**src/rtl/bus_mem_arbiter_if.sv**
```systemverilog
// One Avalon-style 64-bit burst port. A bus master and a memory sit on either side of it.
// The master modport issues commands and receives read data and stalls.
// The slave modport accepts commands and returns read data and stalls.
interface bus_mem_arbiter_if;
    logic [31:0] address;
    logic [7:0]  be;
    logic        read_req;
    logic        write_req;
    logic [7:0]  burst_count;
    logic        burst_begin;
    logic [63:0] write_data;
    logic [63:0] read_data;
    logic        read_data_valid;
    logic        wait_request;

    modport master (
        output address, be, read_req, write_req, burst_count, burst_begin, write_data,
        input  read_data, read_data_valid, wait_request
    );

    modport slave (
        input  address, be, read_req, write_req, burst_count, burst_begin, write_data,
        output read_data, read_data_valid, wait_request
    );
endinterface

```
**src/rtl/bus_mem_arbiter.sv**
```systemverilog
// Shares one 64-bit burst memory port between two bus masters (m0 and m1).
// A single master is granted for the whole burst. Its command and its write beats
// pass straight through to memory. Read beats are counted, and each one is steered
// to the master that issued the burst.
module bus_mem_arbiter #(
    parameter bit ROUND_ROBIN = 1'b1
) (
    input  logic                     i_bus_clock,
    input  logic                     i_bus_reset,
    bus_mem_arbiter_if.slave         io_m0,
    bus_mem_arbiter_if.slave         io_m1,
    bus_mem_arbiter_if.master        io_mem,
    output logic [1:0]               o_grant,
    output logic                     o_busy
);

    localparam logic [1:0] ST_IDLE      = 2'd0;
    localparam logic [1:0] ST_READ_CMD  = 2'd1;
    localparam logic [1:0] ST_READ_DATA = 2'd2;
    localparam logic [1:0] ST_WRITE     = 2'd3;

    logic [1:0] r_state;
    logic       r_owner;        // 0 = m0, 1 = m1; meaningful outside IDLE
    logic       r_last_served;  // master that most recently finished or abandoned
    logic [7:0] r_beat_cnt;
    logic       r_wr_started;   // first write beat of the burst has been accepted

    logic        w_m0_req;
    logic        w_m1_req;
    logic        w_winner;
    logic        w_winner_read;
    logic [31:0] w_sel_address;
    logic [7:0]  w_sel_be;
    logic        w_sel_read;
    logic        w_sel_write;
    logic [7:0]  w_sel_burst_count;
    logic        w_sel_burst_begin;
    logic [63:0] w_sel_write_data;
    logic [7:0]  w_burst_len;
    logic        w_owner_wait;
    logic        w_accept;

    assign w_m0_req = io_m0.read_req | io_m0.write_req;
    assign w_m1_req = io_m1.read_req | io_m1.write_req;

    // Pick the winner in IDLE. On a tie, round robin favours the master that was not served last.
    always_comb begin
        w_winner = 1'b0;
        if (w_m0_req && w_m1_req) begin
            w_winner = (ROUND_ROBIN != 1'b0) ? ~r_last_served : 1'b0;
        end else if (w_m1_req) begin
            w_winner = 1'b1;
        end
    end

    assign w_winner_read = w_winner ? io_m1.read_req : io_m0.read_req;

    // Select the command signals of the current owner.
    assign w_sel_address     = r_owner ? io_m1.address     : io_m0.address;
    assign w_sel_be          = r_owner ? io_m1.be          : io_m0.be;
    assign w_sel_read        = r_owner ? io_m1.read_req    : io_m0.read_req;
    assign w_sel_write       = r_owner ? io_m1.write_req   : io_m0.write_req;
    assign w_sel_burst_count = r_owner ? io_m1.burst_count : io_m0.burst_count;
    assign w_sel_burst_begin = r_owner ? io_m1.burst_begin : io_m0.burst_begin;
    assign w_sel_write_data  = r_owner ? io_m1.write_data  : io_m0.write_data;

    // A burst count of zero is treated as a single beat.
    assign w_burst_len = (w_sel_burst_count == 8'd0) ? 8'd1 : w_sel_burst_count;

    // Drive the memory command. The bus is quiet in IDLE, and read_req is suppressed
    // while beats are being returned.
    always_comb begin
        io_mem.address     = 32'd0;
        io_mem.be          = 8'd0;
        io_mem.read_req    = 1'b0;
        io_mem.write_req   = 1'b0;
        io_mem.burst_count = 8'd0;
        io_mem.burst_begin = 1'b0;
        io_mem.write_data  = 64'd0;
        if (r_state != ST_IDLE) begin
            io_mem.address     = w_sel_address;
            io_mem.be          = w_sel_be;
            io_mem.read_req    = w_sel_read && (r_state != ST_READ_DATA);
            io_mem.write_req   = w_sel_write;
            io_mem.burst_count = w_sel_burst_count;
            io_mem.burst_begin = w_sel_burst_begin;
            io_mem.write_data  = w_sel_write_data;
        end
    end

    // The owner sees the memory stall, or a forced stall while its read data drains.
    // Any master that is not the owner is always stalled.
    assign w_owner_wait       = (r_state == ST_READ_DATA) ? 1'b1 : io_mem.wait_request;
    assign io_m0.wait_request = ((r_state != ST_IDLE) && !r_owner) ? w_owner_wait : 1'b1;
    assign io_m1.wait_request = ((r_state != ST_IDLE) &&  r_owner) ? w_owner_wait : 1'b1;

    // Read data goes to both masters. Valid goes only to the owner, and only while
    // its burst is draining.
    assign io_m0.read_data       = io_mem.read_data;
    assign io_m1.read_data       = io_mem.read_data;
    assign io_m0.read_data_valid = io_mem.read_data_valid && (r_state == ST_READ_DATA) && !r_owner;
    assign io_m1.read_data_valid = io_mem.read_data_valid && (r_state == ST_READ_DATA) &&  r_owner;

    assign o_grant = (r_state == ST_IDLE) ? 2'b00 : (r_owner ? 2'b10 : 2'b01);
    assign o_busy  = (r_state != ST_IDLE);

    assign w_accept = !io_mem.wait_request;

    // Arbitration and burst-tracking state machine.
    always_ff @(posedge i_bus_clock or posedge i_bus_reset) begin
        if (i_bus_reset) begin
            r_state       <= ST_IDLE;
            r_owner       <= 1'b0;
            r_last_served <= 1'b1;
            r_beat_cnt    <= 8'd0;
            r_wr_started  <= 1'b0;
        end else begin
            case (r_state)
                ST_IDLE: begin
                    r_wr_started <= 1'b0;
                    if (w_m0_req || w_m1_req) begin
                        r_owner <= w_winner;
                        r_state <= w_winner_read ? ST_READ_CMD : ST_WRITE;
                    end
                end
                ST_READ_CMD: begin
                    if (w_sel_read && w_accept) begin
                        r_beat_cnt <= w_burst_len;
                        r_state    <= ST_READ_DATA;
                    end else if (!w_sel_read && !w_sel_write) begin
                        r_state       <= ST_IDLE;
                        r_last_served <= r_owner;
                    end
                end
                ST_READ_DATA: begin
                    if (io_mem.read_data_valid) begin
                        r_beat_cnt <= r_beat_cnt - 8'd1;
                        if (r_beat_cnt == 8'd1) begin
                            r_state       <= ST_IDLE;
                            r_last_served <= r_owner;
                        end
                    end
                end
                ST_WRITE: begin
                    if (w_sel_write && w_accept) begin
                        if (!r_wr_started) begin
                            r_wr_started <= 1'b1;
                            r_beat_cnt   <= w_burst_len - 8'd1;
                            if (w_burst_len == 8'd1) begin
                                r_state       <= ST_IDLE;
                                r_last_served <= r_owner;
                            end
                        end else begin
                            r_beat_cnt <= r_beat_cnt - 8'd1;
                            if (r_beat_cnt == 8'd1) begin
                                r_state       <= ST_IDLE;
                                r_last_served <= r_owner;
                            end
                        end
                    end else if (!w_sel_write && !r_wr_started) begin
                        r_state <= ST_IDLE;
                    end
                end
                default: r_state <= ST_IDLE;
            endcase
        end
    end

endmodule

```
**src/flat_wrapper.sv**
```systemverilog
// flat-port wrapper written by rule: the top's interface ports become plain ports
module bus_mem_arbiter_flat 
#(
    parameter bit ROUND_ROBIN = 1'b1
)
  (i_bus_clock, i_bus_reset, o_grant, o_busy, io_m0_address, io_m0_be, io_m0_read_req, io_m0_write_req, io_m0_burst_count, io_m0_burst_begin, io_m0_write_data, io_m0_read_data, io_m0_read_data_valid, io_m0_wait_request, io_m1_address, io_m1_be, io_m1_read_req, io_m1_write_req, io_m1_burst_count, io_m1_burst_begin, io_m1_write_data, io_m1_read_data, io_m1_read_data_valid, io_m1_wait_request, io_mem_address, io_mem_be, io_mem_read_req, io_mem_write_req, io_mem_burst_count, io_mem_burst_begin, io_mem_write_data, io_mem_read_data, io_mem_read_data_valid, io_mem_wait_request);
  bus_mem_arbiter_if io_m0_i ();
  bus_mem_arbiter_if io_m1_i ();
  bus_mem_arbiter_if io_mem_i ();
  input  logic i_bus_clock;
  input  logic i_bus_reset;
  output logic [1:0] o_grant;
  output logic o_busy;
  input wire logic [$bits(io_m0_i.address)-1:0] io_m0_address;
  input wire logic [$bits(io_m0_i.be)-1:0] io_m0_be;
  input wire logic [$bits(io_m0_i.read_req)-1:0] io_m0_read_req;
  input wire logic [$bits(io_m0_i.write_req)-1:0] io_m0_write_req;
  input wire logic [$bits(io_m0_i.burst_count)-1:0] io_m0_burst_count;
  input wire logic [$bits(io_m0_i.burst_begin)-1:0] io_m0_burst_begin;
  input wire logic [$bits(io_m0_i.write_data)-1:0] io_m0_write_data;
  output wire logic [$bits(io_m0_i.read_data)-1:0] io_m0_read_data;
  output wire logic [$bits(io_m0_i.read_data_valid)-1:0] io_m0_read_data_valid;
  output wire logic [$bits(io_m0_i.wait_request)-1:0] io_m0_wait_request;
  input wire logic [$bits(io_m1_i.address)-1:0] io_m1_address;
  input wire logic [$bits(io_m1_i.be)-1:0] io_m1_be;
  input wire logic [$bits(io_m1_i.read_req)-1:0] io_m1_read_req;
  input wire logic [$bits(io_m1_i.write_req)-1:0] io_m1_write_req;
  input wire logic [$bits(io_m1_i.burst_count)-1:0] io_m1_burst_count;
  input wire logic [$bits(io_m1_i.burst_begin)-1:0] io_m1_burst_begin;
  input wire logic [$bits(io_m1_i.write_data)-1:0] io_m1_write_data;
  output wire logic [$bits(io_m1_i.read_data)-1:0] io_m1_read_data;
  output wire logic [$bits(io_m1_i.read_data_valid)-1:0] io_m1_read_data_valid;
  output wire logic [$bits(io_m1_i.wait_request)-1:0] io_m1_wait_request;
  output wire logic [$bits(io_mem_i.address)-1:0] io_mem_address;
  output wire logic [$bits(io_mem_i.be)-1:0] io_mem_be;
  output wire logic [$bits(io_mem_i.read_req)-1:0] io_mem_read_req;
  output wire logic [$bits(io_mem_i.write_req)-1:0] io_mem_write_req;
  output wire logic [$bits(io_mem_i.burst_count)-1:0] io_mem_burst_count;
  output wire logic [$bits(io_mem_i.burst_begin)-1:0] io_mem_burst_begin;
  output wire logic [$bits(io_mem_i.write_data)-1:0] io_mem_write_data;
  input wire logic [$bits(io_mem_i.read_data)-1:0] io_mem_read_data;
  input wire logic [$bits(io_mem_i.read_data_valid)-1:0] io_mem_read_data_valid;
  input wire logic [$bits(io_mem_i.wait_request)-1:0] io_mem_wait_request;
  assign io_m0_i.address = io_m0_address;
  assign io_m0_i.be = io_m0_be;
  assign io_m0_i.read_req = io_m0_read_req;
  assign io_m0_i.write_req = io_m0_write_req;
  assign io_m0_i.burst_count = io_m0_burst_count;
  assign io_m0_i.burst_begin = io_m0_burst_begin;
  assign io_m0_i.write_data = io_m0_write_data;
  assign io_m0_read_data = io_m0_i.read_data;
  assign io_m0_read_data_valid = io_m0_i.read_data_valid;
  assign io_m0_wait_request = io_m0_i.wait_request;
  assign io_m1_i.address = io_m1_address;
  assign io_m1_i.be = io_m1_be;
  assign io_m1_i.read_req = io_m1_read_req;
  assign io_m1_i.write_req = io_m1_write_req;
  assign io_m1_i.burst_count = io_m1_burst_count;
  assign io_m1_i.burst_begin = io_m1_burst_begin;
  assign io_m1_i.write_data = io_m1_write_data;
  assign io_m1_read_data = io_m1_i.read_data;
  assign io_m1_read_data_valid = io_m1_i.read_data_valid;
  assign io_m1_wait_request = io_m1_i.wait_request;
  assign io_mem_address = io_mem_i.address;
  assign io_mem_be = io_mem_i.be;
  assign io_mem_read_req = io_mem_i.read_req;
  assign io_mem_write_req = io_mem_i.write_req;
  assign io_mem_burst_count = io_mem_i.burst_count;
  assign io_mem_burst_begin = io_mem_i.burst_begin;
  assign io_mem_write_data = io_mem_i.write_data;
  assign io_mem_i.read_data = io_mem_read_data;
  assign io_mem_i.read_data_valid = io_mem_read_data_valid;
  assign io_mem_i.wait_request = io_mem_wait_request;
  bus_mem_arbiter #(.ROUND_ROBIN(ROUND_ROBIN)) u_core (.i_bus_clock(i_bus_clock), .i_bus_reset(i_bus_reset), .io_m0(io_m0_i), .io_m1(io_m1_i), .io_mem(io_mem_i), .o_grant(o_grant), .o_busy(o_busy));
endmodule
```
**config.mk**
```make
export PLATFORM = sky130hd
export DESIGN_NAME = bus_mem_arbiter_flat
export DESIGN_NICKNAME = d
export VERILOG_FILES = /design/src/rtl/bus_mem_arbiter_if.sv /design/src/rtl/bus_mem_arbiter.sv /design/src/flat_wrapper.sv
export SDC_FILE = /design/constraint.sdc
export NUM_CORES = 1
export LEC_CHECK = 0
export BUFFER_PORTS_ARGS = -buffer_cell sky130_fd_sc_hd__buf_2
export CAP_MARGIN = 20
export CORE_AREA = 2 2 211 213
export DETAILED_ROUTE_END_ITERATION = 12
export DIE_AREA = 0 0 213 215
export PLACE_DENSITY_LB_ADDON = 0.12
export SYNTH_ARGS = -nofsm -noshare
export SYNTH_HDL_FRONTEND = slang
export SYNTH_SLANG_ARGS = --single-unit
```
**constraint.sdc**
```tcl
create_clock -name i_bus_clock -period 2.3 [get_ports i_bus_clock]
set_clock_uncertainty 0.05 [all_clocks]
set_input_delay 0.46 -clock i_bus_clock [delete_from_list [all_inputs] [get_ports i_bus_clock]]
set_output_delay 0.46 -clock i_bus_clock [all_outputs]
set_load 0.03 [all_outputs]
```
==> results.md <==
* RSZ-0062 raised after global routing: true
* Non-Filler Instances at 1400
* Clock-pin slew on the worst setup and hold paths at 0.05 ns
* Final hold slack at 0.259 ns
* Crit path DAT at 2.48 ns
* Io pins at 548
* Clk pwr share at 0.039
* Rows at 77
* DR vias/cell at 3.36
* Top cells by area, synth: mux2i_1, buf_4, nor2_1, dfrtp_1, a21oi_1
* Max Freq at 424 MHz
* Num CTS Buffers at 3
* Cell variety after synth at 64
* Dominant cell type by area after synthesis: mux2i_1
* GR Util met1 at 0.102
* WS Path Type: reg -> reg
* Core Area at 43600 um2
* Number of flops mapped to enable cells by yosys at 0
* Relative slew margins at 0.589
* GPL Wtd Cong at 0.791
* GR Layer Usage met2 at 0.174
* Hold bufs inserted after CTS at 0
* Setup WS post-layout at -0.0579 ns
* Pwr per Cell Area at 1410 nW/um2
* Final hold vios at 0
* Failing checks: setup timing
* Crit path launch type: flip-flop
* Design area at 6270 um2
* Worst setup EP type: flip-flop
* Gate Count Post-Synth at 557
* Total gr overflow at 0
* Initial DRC Count at 155
* Total power at 8.83 mW
* Syn-to-layout area delta at 54.0%
* Clk buf depth at 2
* Worst slew pin tran at 0.616 ns
* Multi-input gate area at 2740 um2
* CTS tree: done
* Reg2reg path depth at 9
* Chip Height at 215 um
* Die W at 213 um
* Combinational cell fraction of total power at 0.901
* Period utilisation layout at 1.03
* # port buffers at 355
* Synthesis-stage register bit count at 13
* Slew Limit Fails at 0
* Clk Latency, worst-skew pair at 0.25 ns
* DR pass1 iterations at 4
* Die Area at 45800 um2
* Switch Pwr at 5.36 mW
* GRT Util Overall at 0.0907
* Met3 GRT Util at 0.0181
* Post-synth net total at 859
* CTS root buffer: clkbuf_16
* Layout Nets at 1111
* Register area share after synthesis at 0.0802
* Fraction of registers with async set/reset at 1.00
* Register area at 330 um2
* Yosys top cell area share at 0.283
* # setup viols final at 3
* Layout cells sized above 1 at 0.553
* WL per Instance at 16.5 um
* Status: finished, violations left
* Placed cell areas at 5880 um2
* Initial antenna violation count at 1
* Pleak at 3.23 nW
* WP data required at 2.42 ns
* Max Fanout on Critical Path at 6
* Post-Place Cells at 1389
* H-tree levels at 1
* Post-synth top flop: dfrtp_1
* Internal power at 3.47 mW
* Ant diodes at 0
* Fillers at 5116
* Worst slack, placed at -0.152 ns
* Detail Route Antenna Nets at 0
* Gr busiest metal: met2
* Final min period at 2.36 ns
* Seq pwr share at 0.060
* Clock Sinks at 13
* DR DRC count at 0
* Initial core utilization at 0.0933
* Worst VDD drop at 0.000636 V
* Vias at 4710
* Most common cell in the netlist: buf_4
* DP HPWL at 19500 um
* Post-synth top cells: buf_4, nor2_1, mux2i_1, dfrtp_1
* Vias in the first global route at 4544
* Routed wire length at 23100 um
* Synth warn at 0
* Switching share of power at 0.607
* Mapped cell area at 4070 um2
* Hold Path Class: in -> async
* Syn_area_per_cell at 7.31 um2
* Global-route wire length before repair at 30600 um
* Number of maximum-capacitance violations at 0
* Largest net degree at the start of global routing at 28
## worst max-delay path, cell delays in order (launching register included)
cell and delay, ns:
dfrtp_4 0.46, buf_6 0.14, or3b_4 0.39, o2bb2a_4 0.22
a31oi_4 0.10, inv_1 0.08, ha_2 0.19, a31oi_4 0.10
a211oi_2 0.22, mux2_1 0.34
## per-stage QoR
| stage | setup TNS [ns] | util |
|---|---|---|
| final | -0.0806 | 0.144 |
| after global routing | -2.98 | 0.144 |
| after CTS | -0.0352 | 0.140 |
| after detailed placement | -0.458 | 0.135 |
| after global placement | -0.356 | 0.135 |
| after floorplan | 0 | - |
## flip-flops by register name, indices dropped and copies added (netlist names)
name,count
u_core.r_wr_started,1
u_core.r_owner,1
u_core.r_last_served,1
u_core.r_state,2
u_core.r_beat_cnt,8
## layer usage
metal / share of wire / wire length, um
met4: 0.014 / 313
met5: 0.00056 / 13
met3: 0.081 / 1880
met2: 0.52 / 12100
met1: 0.38 / 8810
## power groups by stage
| stage | Combinational (mW) | Clock [mW] | Sequential, mW |
|---|---|---|---|
| CTS | 7.95 | 0.358 | 0.536 |
| floorplan | 5.39 | 0 | 0.443 |
| detailed placement | 7.59 | 0 | 0.538 |
| finish | 7.96 | 0.349 | 0.527 |
| global placement | 7.67 | 0 | 0.547 |
| global route | 8.54 | 0.368 | 0.549 |
## kinds of logic after synthesis
| family | count (synthesis) | share of synthesized area |
|---|---|---|
| compound gates | 59 | 0.109 |
| xor+xnor | 3 | 0.00645 |
| fa+ha+maj | 4 | 0.0123 |
| buf+inv | 171 | 0.291 |
| flops | 13 | 0.0802 |
| mux | 118 | 0.291 |
| simple gates | 189 | 0.210 |
## layout by cell type, fill, tap and decap left out, types with 4 or more instances in the layout
| cell type | instances |
|---|---|
| o21ai_0 | 8 |
| buf_16 | 4 |
| mux2i_4 | 5 |
| inv_1 | 11 |
| o21ai_1 | 4 |
| nand2_1 | 11 |
| nor2_1 | 128 |
| buf_12 | 5 |
| buf_2 | 351 |
| nand2b_1 | 5 |
| mux2i_1 | 104 |
| buf_4 | 41 |
| nor3_1 | 7 |
| dfrtp_1 | 11 |
| nor3b_1 | 4 |
| a21oi_1 | 11 |
| nor2b_1 | 5 |
| mux2i_2 | 6 |
## layout make-up
type / count / area share
multi-input cells: 373 / 0.437
clock buffers: 4 / 0.0126
repair buffers: 407 / 0.373
well taps: 592 / 0.118
inverters: 11 / 0.00658
flip-flops and latches: 13 / 0.0527
## path summary, 6_finish.rpt
kind / from / end / slack (ns)
hold / removal: i_bus_reset / u_core.r_wr_started$_DFFE_PP0P_ / 0.26
setup reg to reg: u_core.r_owner$_DFFE_PP0P_ / u_core.r_last_served$_DFFE_PP1P_ / -0.06
setup / recovery: u_core.r_owner$_DFFE_PP0P_ / u_core.r_last_served$_DFFE_PP1P_ / -0.06
max in group asynchronous: i_bus_reset / u_core.r_owner$_DFFE_PP0P_ / 1.48
min in group i_bus_clock: u_core.r_beat_cnt[7]$_DFFE_PP0P_ / u_core.r_beat_cnt[7]$_DFFE_PP0P_ / 0.51
hold reg to reg: u_core.r_beat_cnt[7]$_DFFE_PP0P_ / u_core.r_beat_cnt[7]$_DFFE_PP0P_ / 0.51
## what timing repair did
action / CTS / global route
pin swaps: 0 / 7
buffers inserted: 1 / 4
resized for setup: 20 / 30
cloned: 2 / 0
endpoints found under the setup margin: 71 / 62
Note: power is estimated with default switching activity, not from simulation.
